===== src/rtl/ucsbece154b_perf_pkg.sv =====
// Shared definitions for the performance-counter bank: FSM encoding and event bit positions.
package ucsbece154b_perf_pkg;

  typedef enum logic [1:0] {
    IDLE    = 2'd0,
    RUN     = 2'd1,
    STOPPED = 2'd2
  } perf_state_t;

  localparam int unsigned EV_BRANCH    = 0;
  localparam int unsigned EV_BRANCH_OK = 1;
  localparam int unsigned EV_JUMP      = 2;
  localparam int unsigned EV_JUMP_OK   = 3;

  localparam int unsigned PC_W = 32;

endpackage


===== src/rtl/ucsbece154b_sat_counter.sv =====
// Single event counter with sticky overflow; saturates or wraps depending on SATURATE.
module ucsbece154b_sat_counter #(
  parameter int unsigned WIDTH    = 32,
  parameter bit          SATURATE = 1'b1
) (
  input  logic             clk,
  input  logic             reset,
  input  logic             clr,
  input  logic             inc,
  output logic [WIDTH-1:0] q,
  output logic             ovf
);

  always_ff @(posedge clk) begin
    if (reset || clr) begin
      q   <= '0;
      ovf <= 1'b0;
    end else if (inc) begin
      if (&q) begin
        ovf <= 1'b1;
        if (!SATURATE) q <= '0;
      end else begin
        q <= q + WIDTH'(1);
      end
    end
  end

endmodule


===== src/rtl/ucsbece154b_perf_counters.sv =====
// Event-counter bank for the pipelined core: per-event counters plus a cycle counter,
// stop-on-PC trigger, shadow snapshot registers and sticky overflow flags.
module ucsbece154b_perf_counters
  import ucsbece154b_perf_pkg::*;
#(
  parameter  int unsigned NUM_EVENTS = 4,
  parameter  int unsigned CNT_WIDTH  = 32,
  parameter  bit          SATURATE   = 1'b1,
  localparam int unsigned SEL_W      = $clog2(NUM_EVENTS + 1)
) (
  input  logic                  clk,
  input  logic                  reset,
  input  logic                  en_i,
  input  logic [NUM_EVENTS-1:0] event_i,
  input  logic [PC_W-1:0]       pc_i,
  input  logic                  stop_en_i,
  input  logic [PC_W-1:0]       stop_pc_i,
  input  logic                  clear_i,
  input  logic                  snap_i,
  input  logic [SEL_W-1:0]      rd_sel_i,
  output logic [CNT_WIDTH-1:0]  rd_data_o,
  output logic                  snap_valid_o,
  output logic                  running_o,
  output logic                  stopped_o,
  output logic [NUM_EVENTS:0]   overflow_o
);

  perf_state_t state_q, state_d;

  logic                 count_c;
  logic                 hit_c;
  logic [NUM_EVENTS:0]  inc_c;
  logic [CNT_WIDTH-1:0] cnt_q    [NUM_EVENTS+1];
  logic [CNT_WIDTH-1:0] nxt_c    [NUM_EVENTS+1];
  logic [CNT_WIDTH-1:0] shadow_q [NUM_EVENTS+1];

  assign count_c = en_i && (state_q != STOPPED);
  assign hit_c   = count_c && stop_en_i && (pc_i == stop_pc_i);
  // Top bit drives the cycle counter.
  assign inc_c   = {count_c, event_i & {NUM_EVENTS{count_c}}};

  for (genvar k = 0; k <= NUM_EVENTS; k++) begin : g_cnt
    ucsbece154b_sat_counter #(
      .WIDTH    (CNT_WIDTH),
      .SATURATE (SATURATE)
    ) u_cnt (
      .clk   (clk),
      .reset (reset),
      .clr   (clear_i),
      .inc   (inc_c[k]),
      .q     (cnt_q[k]),
      .ovf   (overflow_o[k])
    );
  end

  // Post-increment values, used when a trigger hit auto-loads the shadows.
  always_comb begin
    for (int unsigned k = 0; k <= NUM_EVENTS; k++) begin
      nxt_c[k] = cnt_q[k];
      if (inc_c[k]) begin
        if (&cnt_q[k]) nxt_c[k] = SATURATE ? cnt_q[k] : '0;
        else           nxt_c[k] = cnt_q[k] + CNT_WIDTH'(1);
      end
    end
  end

  always_comb begin
    state_d = state_q;
    if (clear_i)                 state_d = IDLE;
    else if (state_q == STOPPED) state_d = STOPPED;
    else if (hit_c)              state_d = STOPPED;
    else if (count_c)            state_d = RUN;
    else                         state_d = IDLE;
  end

  always_ff @(posedge clk) begin
    if (reset) begin
      state_q      <= IDLE;
      running_o    <= 1'b0;
      stopped_o    <= 1'b0;
      snap_valid_o <= 1'b0;
      for (int unsigned k = 0; k <= NUM_EVENTS; k++) shadow_q[k] <= '0;
    end else begin
      state_q   <= state_d;
      running_o <= (state_d == RUN);
      stopped_o <= (state_d == STOPPED);
      if (clear_i) begin
        snap_valid_o <= 1'b0;
        for (int unsigned k = 0; k <= NUM_EVENTS; k++) shadow_q[k] <= '0;
      end else if (hit_c) begin
        snap_valid_o <= 1'b1;
        shadow_q     <= nxt_c;
      end else if (snap_i) begin
        snap_valid_o <= 1'b1;
        shadow_q     <= cnt_q;
      end
    end
  end

  always_comb begin
    rd_data_o = '0;
    if (rd_sel_i <= SEL_W'(NUM_EVENTS)) rd_data_o = shadow_q[rd_sel_i];
  end

endmodule


===== config.mk =====
export PLATFORM = sky130hd
export DESIGN_NAME = ucsbece154b_perf_counters
export DESIGN_NICKNAME = d
export VERILOG_FILES = /design/src/rtl/ucsbece154b_perf_pkg.sv /design/src/rtl/ucsbece154b_sat_counter.sv /design/src/rtl/ucsbece154b_perf_counters.sv
export SDC_FILE = /design/constraint.sdc
export NUM_CORES = 1
export LEC_CHECK = 0
export BUFFER_PORTS_ARGS = -buffer_cell sky130_fd_sc_hd__buf_2
export CAP_MARGIN = 20
export CORE_UTILIZATION = 55
export CTS_CLUSTER_DIAMETER = 150
export DETAILED_ROUTE_END_ITERATION = 12
export PLACE_DENSITY = 0.86
export SYNTH_ARGS = -nofsm -noshare
export SYNTH_HDL_FRONTEND = slang
export SYNTH_SLANG_ARGS = --single-unit

===== constraint.sdc =====
create_clock -name clk -period 2.5 [get_ports clk]
set_input_delay 0.5 -clock clk [delete_from_list [all_inputs] [get_ports clk]]
set_output_delay 0.5 -clock clk [all_outputs]
set_load 0.005 [all_outputs]

==> impl_metrics.json <==
{
  "p_per_area_nw_per_um2": 532,
  "avgSynthCellArea_um2": 8.09,
  "cap_violations": 0,
  "max_slew_margin": 0.545,
  "synth_warnings": 0,
  "grt_max_degree": 110,
  "end_kind": "flip-flop",
  "final_area_um2": 21100,
  "fillers": 2362,
  "yosysUniqueCellTypes": 69,
  "die_height_um": 179,
  "grt_setup_unrepaired": "true",
  "fin_nets": 2441,
  "place_area_um2": 19700,
  "instances_no_fill": 2783,
  "crit_chain": "and4_2 > nand3_2 > or4_4 > and3_2 > and3_1 > xnor2_1 > a211oi_1",
  "worstPathArrival_ps": 2880,
  "clk_path_buf_depth": 3,
  "cts_hold_buf": 0,
  "worst_pin_slew_ps": 681,
  "clkSlewWorstSetupHoldPaths_ps": 60,
  "core-area_um2": 30700,
  "max_stage_delay_ps": 590,
  "p_leak_nw": 7.73,
  "wl_per_cell_um": 22.0,
  "worstPathMaxFanout": 6,
  "slew_viol_final": 0,
  "numCtsBuffers": 36,
  "min_period_over_period": 0.982,
  "cts_tree": "done",
  "htree_levels": 2,
  "synth_nets": 2204,
  "critPathSlowestCell": "or4_4",
  "clk_latency_ps": 520,
  "ios": 117,
  "synth-seq-cells": 330,
  "hold_violations": 0,
  "syn_area_um2": 17200,
  "clock-sinks": 330,
  "timing.fmax_ghz": 0.407,
  "drc": 0,
  "grt_pass1_wl_um": 93100,
  "antenna_found_initial": 5,
  "placed_cells": 2707,
  "dieArea_um2": 31900,
  "synth-simple-area-share": 0.243,
  "ant_nets": 0,
  "synth_xor_area_frac": 0.0913,
  "start_util": 0.560,
  "r2r_slack_ps": 40,
  "min_path_cells": 2,
  "outcome": "finished clean",
  "startpoint": "g_cnt[3].u_cnt.q[27]",
  "routed_wl_um": 61200,
  "grt_usage": 0.377,
  "drt_pass1_iterations": 6,
  "drive_gt1_frac": 0.219,
  "place_congestion": 0.971,
  "timing.rr.end": "shadow_q[46]",
  "postSynthCellCount": 2122,
  "dp_hpwl_um": 42900,
  "synth_flop_cell": "dfxtp_1",
  "fin_hold_ws_ps": 471,
  "hold_end": "shadow_q[123]",
  "min_period_ps": 2460,
  "worst-r2r-cell-count": 7,
  "synth-seq-area-share": 0.385,
  "die_w_um": 179,
  "initialDrtViolationCount": 2130,
  "synth_top_family_by_area": "simple AND/OR/NAND/NOR gates",
  "cts-root-buf": "clkbuf_16",
  "min_from": "shadow_q[123]",
  "cp-start-kind": "flip-flop",
  "port_buffers": 116,
  "ys_async_sr_fraction": 0,
  "ir_drop_v": 0.000676,
  "hold_path_class": "flip-flop to flip-flop",
  "crit_type": "flip-flop to flip-flop",
  "area_delta_synth_final_pct": 23.0,
  "rows": 64,
  "synthAdderAreaFrac": 0.00364,
  "viasPerCell": 6.48,
  "p_total_mw": 11.2,
  "worstPathRequired_ps": 2930,
  "muxShareOfSynthArea": 0.0549,
  "synth-compound-area-share": 0.174,
  "grt_pass1_vias": 17100,
  "finalSetupViolCount": 0,
  "synth_edf_count": 0,
  "overflow": 0,
  "skew_ps": 12.3,
  "r2r_start": "g_cnt[3].u_cnt.q[27]",
  "route.vias.total": 18000
}
## worst max-delay path, delay by kind of cell (launching register included)
| family | cells | cell delay [ps] |
|---|---|---|
| AND/OR/NAND/NOR | 5 | 1550 |
| flip-flops | 1 | 410 |
| XOR/XNOR | 1 | 160 |
| AO/OA/AOI/OAI | 1 | 250 |
## synthesized netlist by cell type, drive strengths merged, types with 12 or more instances
cell type / instances / area, µm²
nand4: 58 / 363
a221oi: 12 / 105
mux2i: 12 / 120
xor2: 119 / 1040
a21o: 26 / 195
a211oi: 14 / 105
and3: 36 / 225
and2: 25 / 156
mux4: 32 / 721
inv: 54 / 203
a22oi: 13 / 97.6
xnor2: 60 / 526
a21oi: 152 / 764
dfxtp: 330 / 6610
nand3: 82 / 410
and4: 24 / 210
a31oi: 55 / 344
nor2: 258 / 973
nand2: 194 / 728
nor4: 23 / 156
buf: 20 / 106
o311ai: 30 / 263
nor3: 75 / 385
or3: 30 / 188
clkbuf: 138 / 518
o21ai: 141 / 706
## worst max path at each step
stage / cells after the start / slack, ps / end
floorplan: 7 / -100 / shadow_q[54]
global placement: 9 / -370 / shadow_q[30]
detailed placement: 9 / -430 / shadow_q[121]
CTS: 7 / 0.2 / shadow_q[46]
global route: 7 / -50 / shadow_q[46]
finish: 7 / 40 / shadow_q[46]
## state kept, by name, indices dropped and copies added (netlist names)
signal / flops
running_o: 1
state_q: 2
snap_valid_o: 1
shadow_q: 160
g_cnt.u_cnt.q: 160
g_cnt.u_cnt.ovf: 5
stopped_o: 1
## what timing repair did
action                                  CTS  global route
pin swaps                                 0             9
endpoints found under the setup margin    6           112
resized for setup                         5            40
setup buffers                             3             7
## cell families (layout without fill, tap and decap cells)
family,Yosys count,count (layout)
mux,53,53
buf+inv,213,474
simple gates,853,853
other cells,0,4
compound gates,489,489
xor+xnor,179,179
fa+ha+maj,5,5
flops,330,330
## power by group
part           switching, mW  internal (mW)
combinational          0.396          0.236
sequential           0.00576           5.27
clock                   2.19           3.13
total                   2.60           8.63
## placed cells by master, fill, tap and decap left out, drive strengths merged, types with 6 or more instances in the layout
cell type    n
a22oi       13
or3         30
and4        24
inv         54
a32oi        7
nor4        23
nor3        75
a31oi       55
buf        357
mux4        32
nand4       58
or4         11
a21oi      152
xnor2       60
clkinv       7
nor3b        8
mux2i       12
a221oi      12
xor2       119
nor2       258
o311ai      30
and3        36
nand2      194
a21o        26
clkbuf      52
nand3       82
mux2         9
and2        25
dfxtp      330
or2          6
a211oi      14
o21ai      141
## metrics by stage
stage | TNS [ps] | setup slack [ps] | utilization
detailed placement | -40850 | -434 | 0.641
CTS | 0 | 0.158 | 0.681
global route | -107 | -54.5 | 0.688
finish | 0 | 44.9 | 0.688
global placement | -31900 | -369 | 0.641
floorplan | -1800 | -99.6 | -
## routing by layer
metal	GRT usage	wire, µm	vias to the layer above
met1	0.469	23400	8525
met4	0.230	3920	4
met5	0	28	-
li1	-	-	8074
met2	0.595	27200	1136
met3	0.0861	6640	299
## area by class of cell
class / count / area [µm²] / area share
Clock inverter: 10 / 105 / 0.00498
Inverter: 55 / 206 / 0.00978
Sequential cell: 330 / 6610 / 0.313
Tap cell: 396 / 495 / 0.0235
Clock buffer: 52 / 1050 / 0.0499
Timing Repair Buffer: 357 / 2640 / 0.125
Antenna cell: 4 / 10.0 / 0.000474
Multi-Input combinational cell: 1579 / 9990 / 0.473
No activity file was read; power rests on OpenSTA's default activity.
